[config.mk]
export PLATFORM = sky130hd
export DESIGN_NAME = pll_reset_sequencer
export DESIGN_NICKNAME = d
export VERILOG_FILES = /design/src/rtl/pll_reset_sequencer.sv
export SDC_FILE = /design/constraint.sdc
export NUM_CORES = 1
export LEC_CHECK = 0
export CAP_MARGIN = 0
export CORE_MARGIN = 5
export CORE_UTILIZATION = 35
export DETAILED_ROUTE_END_ITERATION = 7
export GPL_TIMING_DRIVEN = 0
export PLACE_DENSITY = 0.64
export SYNTH_ARGS = -nofsm -noshare
export SYNTH_HDL_FRONTEND = slang
export SYNTH_SLANG_ARGS = --single-unit
[constraint.sdc]
create_clock -name clk_74a -period 6.4 [get_ports clk_74a]
set_clock_uncertainty 0.2 [all_clocks]
set_input_delay 0.96 -clock clk_74a [delete_from_list [all_inputs] [get_ports clk_74a]]
set_output_delay 0.96 -clock clk_74a [all_outputs]
set_load 0.005 [all_outputs]
[src/rtl/pll_reset_sequencer.sv]
// Reset and lock supervisor for the core PLL: pulses the PLL reset, waits for a
// stable synchronized lock, then releases the core reset; retries on loss/timeout.
//
// state       | meaning
// ------------+-----------------------------------------------------------
// S_RESET     | pll_rst held high for RST_CYCLES cycles
// S_WAIT_LOCK | PLL running, waiting for lock; times out after LOCK_TIMEOUT
// S_SETTLE    | lock seen, must stay high for SETTLE_CYCLES cycles
// S_RUN       | core released; any lock loss restarts the PLL
module pll_reset_sequencer #(
  parameter int RST_CYCLES    = 16,
  parameter int LOCK_TIMEOUT  = 742500,
  parameter int SETTLE_CYCLES = 1024,
  parameter int SYNC_STAGES   = 2
) (
  input  logic       clk_74a,
  input  logic       reset_n,
  input  logic       pll_locked,
  input  logic       reset_req,
  output logic       pll_rst,
  output logic       core_reset_n,
  output logic       pll_ready,
  output logic [7:0] lock_fail_count,
  output logic [1:0] state
);

  localparam int MAX_AB = (RST_CYCLES > LOCK_TIMEOUT) ? RST_CYCLES : LOCK_TIMEOUT;
  localparam int MAX_C  = (MAX_AB > SETTLE_CYCLES) ? MAX_AB : SETTLE_CYCLES;
  localparam int CW     = (MAX_C > 1) ? $clog2(MAX_C) : 1;

  localparam logic [CW-1:0] RST_LAST    = CW'(RST_CYCLES - 1);
  localparam logic [CW-1:0] TIMEOUT_LAST = CW'(LOCK_TIMEOUT - 1);
  localparam logic [CW-1:0] SETTLE_LAST = CW'(SETTLE_CYCLES - 1);

  typedef enum logic [1:0] {
    S_RESET     = 2'd0,
    S_WAIT_LOCK = 2'd1,
    S_SETTLE    = 2'd2,
    S_RUN       = 2'd3
  } state_t;

  state_t cur, nxt;
  logic [SYNC_STAGES-1:0] sync_q;
  logic locked_s;
  logic [CW-1:0] cnt, cnt_nxt;
  logic fail_inc;

  // pll_locked is asynchronous to clk_74a
  always_ff @(posedge clk_74a or negedge reset_n) begin
    if (!reset_n) sync_q <= '0;
    else          sync_q <= {sync_q[SYNC_STAGES-2:0], pll_locked};
  end

  assign locked_s = sync_q[SYNC_STAGES-1];

  always_comb begin
    nxt      = cur;
    fail_inc = 1'b0;
    if (reset_req) begin
      nxt = S_RESET;
    end else begin
      case (cur)
        S_RESET: begin
          if (cnt == RST_LAST) nxt = S_WAIT_LOCK;
        end
        S_WAIT_LOCK: begin
          if (locked_s) begin
            nxt = S_SETTLE;
          end else if (cnt == TIMEOUT_LAST) begin
            nxt      = S_RESET;
            fail_inc = 1'b1;
          end
        end
        S_SETTLE: begin
          if (!locked_s)               nxt = S_WAIT_LOCK;
          else if (cnt == SETTLE_LAST) nxt = S_RUN;
        end
        S_RUN: begin
          if (!locked_s) nxt = S_RESET;
        end
        default: nxt = S_RESET;
      endcase
    end

    // Every state entry (including a reset_req restart) begins a fresh count
    if (reset_req || (nxt != cur)) cnt_nxt = '0;
    else if (cur == S_RUN)         cnt_nxt = cnt;
    else                           cnt_nxt = cnt + 1'b1;
  end

  always_ff @(posedge clk_74a or negedge reset_n) begin
    if (!reset_n) begin
      cur             <= S_RESET;
      cnt             <= '0;
      pll_rst         <= 1'b1;
      core_reset_n    <= 1'b0;
      pll_ready       <= 1'b0;
      lock_fail_count <= 8'd0;
    end else begin
      cur          <= nxt;
      cnt          <= cnt_nxt;
      pll_rst      <= (nxt == S_RESET);
      core_reset_n <= (nxt == S_RUN);
      pll_ready    <= (nxt == S_RUN);
      if (fail_inc && (lock_fail_count != 8'hFF))
        lock_fail_count <= lock_fail_count + 8'd1;
    end
  end

  assign state = cur;

endmodule
**Yosys cells after proc, flatten, opt, wreduce, memory -nomap -nowiden**

Index checks and enable logic that the tools add are counted.

- Output and inout bits: 13
- Bits of input ports: 4
- Logic and storage cells: 36
- Register bits after elaboration: 34

- Equality and inequality tests: 10
- Reduce and logical (&&, ||, !) cells: 4
- $add $sub $neg: 2
- Mux-type cells: 14

Operator list:

| cell | count |
|---|---|
| 20-bit two-way mux | 2 |
| 20-bit by 1-bit adder with 20-bit output, second input constant | 1 |
| 20-bit by 10-bit == test with 1-bit output, second input constant | 1 |
| 20-bit == test, second input constant | 1 |
| 20-bit by 4-bit == test with 1-bit output, second input constant | 1 |
| 2-bit two-way mux | 7 |
| 8-bit by 1-bit adder with 8-bit output, second input constant | 1 |
| 8-bit != test, second input constant | 1 |
| 2-bit one-hot mux with 4 select lines | 1 |
| 2-bit == test, second input constant | 3 |
| 2-bit logical NOT | 2 |
| 1-bit two-way mux | 4 |
| 2-bit by 1-bit == test with 1-bit output, second input constant | 1 |
| 2-bit != test | 1 |
| 2-bit != test, second input constant | 1 |
| 1-bit logical AND | 1 |
| 1-bit logical OR | 1 |

**Logic depth before layout (Yosys ltp)**

Gate-level depths: netlist of the first run.

- Depth in word-level cells: 8
- Depth in mapped cells: 8
- Gate-level depth less buffers: 6

**Worst setup path after synthesis of the first run**

No wires, ideal clock.

- Kind: input to register
- Start point: in reset_req
- End point: reg cnt[10]
- Cell stages on the path: 6
- Path buffers: 2
- Setup time: 77 ps
- Arrival time: 2233 ps
- Slack: 3890 ps
- Data required time: 6123 ps
- Path through: buf_1 or4_1 a31oi_1 a21oi_4 buf_6 a21oi_1

- Longest elaborated chain between the ends: 4
- Elaborated cells between the ends (all ways): 5
- Those cells by class: eq/ne: 2; mux: 2; reduce/logical: 1

Ends and longest elaborated chain:

| element | RTL line | source |
|---|---|---|
| start, declared | 19 | `input logic reset_req,` |
| 2-bit two-way mux | 59 | `if (reset_req) begin` |
| 2-bit != test | 86 | `if (reset_req \|\| (nxt != cur)) cnt_nxt = '0;` |
| 1-bit logical OR * | 86 |  |
| 2-bit != test (no source line) / 20-bit two-way mux (equally long branches) | -- |  |
| end signal, assigned | 101 | `cnt <= cnt_nxt;` |
| end, declared | 45 | `logic [CW-1:0] cnt, cnt_nxt;` |

Mark *: on every way between the ends. The rest lies on a longest branch, timed or not.
A chain may end at the register's enable or synchronous reset.

**Worst setup path after layout of the first run**

- Start point: reg cnt[0]
- End point: reg cnt[14]

- Longest elaborated chain between the ends: 8
- Elaborated cells between the ends (all ways): 16
- Those cells by class: add/sub: 1; eq/ne: 5; mux: 9; reduce/logical: 1

Ends and longest elaborated chain:

| element | RTL line | source |
|---|---|---|
| 20-bit by 10-bit == test with 1-bit output / 20-bit == test (equally long branches) | 76, 69 |  |
| 2-bit two-way mux, on equally long branches | 76, 69 |  |
| 2-bit two-way mux, on equally long branches | 75, 67 |  |
| 2-bit one-hot mux with 4 select lines | 62 | `case (cur)` |
| 2-bit two-way mux | 59 |  |
| 2-bit != test | 86 |  |
| 1-bit logical OR | 86 |  |
| 2-bit != test (no source line) / 20-bit two-way mux (equally long branches) | -- |  |

Several ways; a longest one is shown, not always the timed one. The select of a mux whose other input is x is not followed.

==> results of run 1 <==
==> cells in the mapped netlist (2+ instances only) <==
cell and instances:
buf_4 2, dfrtp_1 33, nor2b_1 2, xnor2_1 19, buf_1 2, a211oi_1 3, nor2_1 8, nor4_1 2
nand3_1 5, inv_1 3, nor3b_1 2, nand2_1 9, nor3_1 7, and4_1 4, clkbuf_1 2, and2_1 4
o21ai_0 3, and3_1 8, buf_2 2, xor2_1 8, ha_1 2, nand4_1 9, a21oi_1 18
==> cells in the final DEF, fill, tap and decap left out, types with 3 or more instances in the layout <==
master / Yosys / layout
a211oi_1: 3 / 3
nand2_1: 9 / 9
and3_1: 8 / 8
and4_1: 4 / 4
xnor2_1: 19 / 19
nand4_1: 9 / 9
nor2_1: 8 / 8
clkdlybuf4s50_1: 0 / 14
a21oi_1: 18 / 18
nor3_1: 7 / 7
inv_1: 3 / 3
clkbuf_8: 1 / 9
dfrtp_1: 33 / 33
and2_1: 4 / 4
nand3_1: 5 / 5
o21ai_0: 3 / 3
xor2_1: 8 / 8
buf_2: 2 / 3
==> kinds of logic after synthesis <==
group	after synthesis	share of synthesized area, %
and+or+nand+nor	68	22.6
adders and majority gates	2	1.35
muxes	1	0.610
xor gates and xnor gates	27	12.8
DFF	34	46.1
buffers and inverters	13	4.13
AOI/OAI and AO/OA	35	12.4
==> state kept, by name, summed over array words and instances (netlist names) <==
register,cells
cnt,20
lock_fail_count,8
pll_ready,1
pll_rst,1
state,2
sync_q,2
==> power groups by stage <==
| stage | Sequential, W | Combinational [W] | Clock, W |
|---|---|---|---|
| floorplan | 0.000223 | 0.0000135 | 0 |
| global placement | 0.000223 | 0.0000220 | 0 |
| detailed placement | 0.000223 | 0.0000218 | 0 |
| CTS | 0.000219 | 0.0000219 | 0.000189 |
| global route | 0.000219 | 0.0000243 | 0.000198 |
| finish | 0.000219 | 0.0000214 | 0.000184 |
==> path summary, 6_finish.rpt <==
kind	startpoint	endpoint	slack, ns
worst max-delay path	cnt[0]	cnt[14]	3.66
worst min-delay path	sync_q[0]	sync_q[1]	0.15
worst max register to register	cnt[0]	cnt[14]	3.66
worst min register to register	sync_q[0]	sync_q[1]	0.15
max in group asynchronous	reset_n	cnt[11]	4.98
min in group asynchronous	reset_n	lock_fail_count[3]	0.54
==> metrics by stage <==
stage,utilization [%],cell area (um2),hold WS [ns],std cells
final,42.9,2190,0.153,273
after detailed placement,40.7,2080,0.146,265
after floorplan,-,1850,0.131,180
after global placement,40.8,2080,0.138,265
after CTS,42.9,2190,0.161,273
after global routing,42.9,2190,0.156,273
==> layout make-up <==
class	count	share of cell area [%]
Multi-Input combinational cell	133	41.9
Sequential cell	34	38.9
Timing Repair Buffer	15	6.63
Clock buffer	8	5.03
Tap cell	70	4.00
Buffer	10	2.97
Inverter	3	0.514
==> metal layers <==
layer	up-vias	wire length, um	track usage, %
met3	5	131	1.63
met4	0	58	4.41
met5	-	0	0
met1	662	1870	19.5
li1	694	-	-
met2	26	1700	20.2
==> critical path: stages (launching register included) <==
cell      delay [ns]
dfrtp_1         0.41
ha_1            0.16
buf_4           0.15
or4b_4          0.49
nor4_4          0.35
a311oi_2        0.20
a21oi_4         0.38
buf_6           0.20
a21oi_1         0.08
==> flow_metrics.env, run 1 <==
export IMPL_synth_area_um2=1850
export IMPL_synth_fp_nets=186
export IMPL_worstSetupPathType="flip-flop to flip-flop"
export IMPL_drive_above_1_share_pct=11.8
export IMPL_synth_largest_area_cell="dfrtp_1"
export IMPL_power_leakage_nw=0.881
export IMPL_globalRouteTotalUtil_pct=13.3
export IMPL_nFillCells=512
export IMPL_tightest_slew_ns=0.749
export IMPL_dr_pass1_iters=4
export IMPL_vias=1387
export IMPL_synthToLayoutAreaGrowth_pct=18.6
export IMPL_synthFlopType="dfrtp_1"
export IMPL_nNetsFinal=208
export IMPL_totalPowerFinal_w=0.000425
export IMPL_dieArea_um2=6830
export IMPL_core_area_um2=5110
export IMPL_syn_avg_cell_area_um2=10.3
export IMPL_cts_hold_buffers=0
export IMPL_cts_resized=0
export IMPL_final_period_minus_worst_setup_slack_ns=2.74
export IMPL_register_area_um2=852
export IMPL_hp_class="flip-flop to flip-flop"
export IMPL_cp_end_kind="flip-flop"
export IMPL_power_density_nw_per_um2=194
export IMPL_relSlewSlack_pct=50.0
export IMPL_ys_warn_count=0
export IMPL_viasPerCell=5.08
export IMPL_setup_violations_final=0
export IMPL_drtIter0Drc=98
export IMPL_cts_sinks=34
export IMPL_tns_ns=0
export IMPL_cts_tree="done"
export IMPL_dp_hpwl_um=2700
export IMPL_antenna_cells=0
export IMPL_multi_input_area_um2=918
export IMPL_synthCells=180
export IMPL_hold_depth=0
export IMPL_start_util_pct=36.2
export IMPL_synth_area_top_cells="dfrtp_1, xnor2_1, a21oi_1, xor2_1, nand4_1"
export IMPL_critPathRequiredTime_ns=6.36
export IMPL_globalplace_congestion=0.818
export IMPL_synthArstFlopShare_pct=100
export IMPL_cts_root_buf="clkbuf_8"
export IMPL_wire_per_inst_um=13.8
export IMPL_drt_total_wl_um=3760
export IMPL_synth_top_area_share_pct=44.7
export IMPL_post_place_ws_ns=3.68
export IMPL_startpoint_type="flip-flop"
export IMPL_p_seq_share_pct=51.6
export IMPL_drv_cap=0
export IMPL_rows=26
export IMPL_ys_ff_latch=34
export IMPL_synth_edf_count=0
export IMPL_grt_first_pass_wirelength_um=7000
export IMPL_clockBufferDepth=2
export IMPL_fmaxAchievable_mhz=365
export IMPL_postCtsSetupBuffers=0
export IMPL_rsz0062_at_grt="no"
export IMPL_clock_power_share_pct=43.4
export IMPL_die_h_um=82.6
export IMPL_fp_dieW_um=82.6
export IMPL_synth_seq_area_share_pct=46.1
export IMPL_drc=0
export IMPL_p_sw_w=0.0000918
export IMPL_critical_path_arrival_ns=2.70
export IMPL_grt_max_degree=35
export IMPL_finalHoldViolCount=0
export IMPL_route_antenna_remaining_nets=0
export IMPL_cp_max_fo=10
export IMPL_combPwrFrac_pct=5.0
export IMPL_status="completed"
export IMPL_antenna_found_initial=0
export IMPL_reg2regPathDepth=8
export IMPL_cts_max_level=2
export IMPL_io_buffers=15
export IMPL_io_pins=17
export IMPL_clock_latency_ns=0.28
export IMPL_irDropWorstVdd_v=0.000112
export IMPL_p_int_w=0.000333
export IMPL_clk_pin_slew_worst_paths_ns=0.07
export IMPL_globalRouteOverflowTotal=0
export IMPL_swShare_pct=21.6
export IMPL_fin_ws_ns=3.66
export IMPL_grt_pass1_vias=1456
export IMPL_fin_crit_sh_pct=42.9
export IMPL_drv_slew=0
export IMPL_cts_made_buffers=5
export IMPL_ys_types=46
Note: power is estimated with default switching activity, not from simulation.
==> run 2, diff against run 1 <==
==> constraint.sdc (replaced) <==
create_clock -name clk_74a -period 2.6 [get_ports clk_74a]
set_clock_uncertainty 0.2 [all_clocks]
set_input_delay 0.39 -clock clk_74a [delete_from_list [all_inputs] [get_ports clk_74a]]
set_output_delay 0.39 -clock clk_74a [all_outputs]
set_load 0.005 [all_outputs]
==> flow_metrics.env, run 2 (synthesized netlist as in run 1, its figures left out) <==
export IMPL_antenna_cells=0
export IMPL_violations="negative hold slack"
export IMPL_globalplace_congestion=0.818
export IMPL_drv_slew=0
export IMPL_fp_dieW_um=82.6
export IMPL_die_h_um=82.6
export IMPL_drt_total_wl_um=3810
export IMPL_globalRouteOverflowTotal=0
export IMPL_start_util_pct=36.2
export IMPL_wire_per_inst_um=13.7
export IMPL_startpoint_type="flip-flop"
export IMPL_relSlewSlack_pct=50.3
export IMPL_io_buffers=15
export IMPL_reg2reg_to="cnt[14]"
export IMPL_critPathRequiredTime_ns=2.56
export IMPL_fmaxAchievable_mhz=407
export IMPL_route_antenna_remaining_nets=0
export IMPL_largest_register_ffs=20
export IMPL_drive_above_1_share_pct=13.9
export IMPL_dieArea_um2=6830
export IMPL_tightest_slew_ns=0.745
export IMPL_power_density_nw_per_um2=472
export IMPL_layout_commonest_cell="dfrtp_1"
export IMPL_clock_latency_ns=0.28
export IMPL_critical_path_arrival_ns=2.42
export IMPL_top_register="cnt"
export IMPL_cts_root_buf="clkbuf_8"
export IMPL_dp_hpwl_um=2700
export IMPL_fin_crit_sh_pct=94.5
export IMPL_globalRouteTotalUtil_pct=13.3
export IMPL_io_pins=17
export IMPL_hp_class="input port to asynchronous set/reset pin"
export IMPL_grt_pass1_vias=1453
export IMPL_status="finished, violations left"
export IMPL_cts_max_level=2
export IMPL_placed_cells=265
export IMPL_reg2regPathDepth=8
export IMPL_synthToLayoutAreaGrowth_pct=21.0
export IMPL_worstSetupPathType="flip-flop to flip-flop"
export IMPL_reg_largest_list="cnt x20, lock_fail_count x8"
export IMPL_rsz0062_at_grt="no"
export IMPL_grt_max_degree=35
export IMPL_clockBufferDepth=2
export IMPL_vias=1408
export IMPL_finalHoldViolCount=33
export IMPL_antenna_found_initial=0
export IMPL_tns_ns=0
export IMPL_rrSetupSlack_ns=0.14
export IMPL_power_leakage_nw=0.907
export IMPL_r2r_start="cnt[0]"
export IMPL_cts_sinks=34
export IMPL_final_cell_mix="dfrtp_1, xnor2_1, a21oi_1"
export IMPL_totalPowerFinal_w=0.00105
export IMPL_final_period_minus_worst_setup_slack_ns=2.46
export IMPL_clk_pin_slew_worst_paths_ns=0.07
export IMPL_viasPerCell=5.06
export IMPL_drv_cap=0
export IMPL_final_cell_count_no_fill=278
export IMPL_drtIter0Drc=92
export IMPL_nNetsFinal=213
export IMPL_grt_first_pass_wirelength_um=6980
export IMPL_irDropWorstVdd_v=0.000279
export IMPL_holdWs_ns=-0.0280
export IMPL_dr_pass1_iters=4
export IMPL_drc=0
export IMPL_setup_violations_final=0
export IMPL_cts_made_buffers=5
export IMPL_cp_max_fo=10
export IMPL_core_area_um2=5110
export IMPL_cp_end_kind="flip-flop"
export IMPL_rows=26
export IMPL_cts_tree="done"
[run 2: cell types whose count changed in the layout (fill, tap and decap cells not counted)]
| cell | previous run | this run |
|---|---|---|
| buf_4 | 2 | 7 |
| o21ai_2 | 1 | 0 |
| o21ai_4 | 0 | 1 |
[run 2: worst max-delay path by stage]
stage | startpoint | endpoint | slack (ns)
2_1_floorplan | cnt[0] | cnt[19] | 0.21
3_3_place_gp | cnt[0] | cnt[14] | -0.11
3_5_place_dp | cnt[0] | cnt[14] | -0.12
4_1_cts | cnt[0] | cnt[14] | 0.06
5_1_grt | cnt[0] | cnt[14] | 0.003
6_report | cnt[0] | cnt[14] | 0.14
[run 2: critical path, cell delays in order, from the launching register on]
cell      delay [ns]
dfrtp_1         0.40
ha_1            0.16
buf_4           0.15
or4b_4          0.49
nor4_4          0.24
a311oi_2        0.20
a21oi_4         0.25
buf_6           0.17
a21oi_1         0.08
[run 2: repair_timing]
item,in CTS,in global routing
setup buffers,3,2
endpoints found under the setup margin,14,18
hold buffers,0,0
pin swaps,2,1
gates resized for setup,0,1
[run 2: metrics by stage]
stage	hold slack, ns	utilization (%)	setup WS [ns]	cell area (um2)
detailed placement	0.146	40.7	-0.124	2080
global placement	0.138	40.8	-0.108	2080
finish	-0.0280	43.8	0.144	2230
CTS	0.00925	43.3	0.0618	2210
global route	0.0501	43.8	0.00276	2230
floorplan	-0.106	-	0.206	1850
[run 2: power by group]
group / switching [W] / internal (W) / leakage [nW] / total, W
sequential: 0.00000475 / 0.000535 / 0.465 / 0.000539
clock: 0.000187 / 0.000267 / 0.0575 / 0.000455
combinational: 0.0000362 / 0.0000237 / 0.385 / 0.0000599
total: 0.000228 / 0.000826 / 0.907 / 0.00105
[run 2: cell type report]
cell class	count	area (um2)
timing repair buffer	20	183
multi-input combinational	133	926
fill	514	2870
clock buffer	8	110
tap	70	87.6
inverter	3	11.3
sequential	34	852
buffer	10	65.1
[run 2: layer usage]
layer	GRT usage (%)	up-vias	part of all wire [%]
met1	19.6	684	51
met2	20.0	20	45
met3	1.63	5	2.4
met5	0	-	0
li1	-	699	-
met4	4.41	0	1.5
==> run 3, diff against run 2 <==
--- a/config.mk
+++ b/config.mk
@@ -8,6 +8,7 @@
 export CAP_MARGIN = 0
 export CORE_MARGIN = 5
 export CORE_UTILIZATION = 35
+export CTS_CLUSTER_SIZE = 8
 export DETAILED_ROUTE_END_ITERATION = 7
 export GPL_TIMING_DRIVEN = 0
 export PLACE_DENSITY = 0.64
==> results of run 3 <==
Final layout, timing and power as in run 2 (identical DEF).
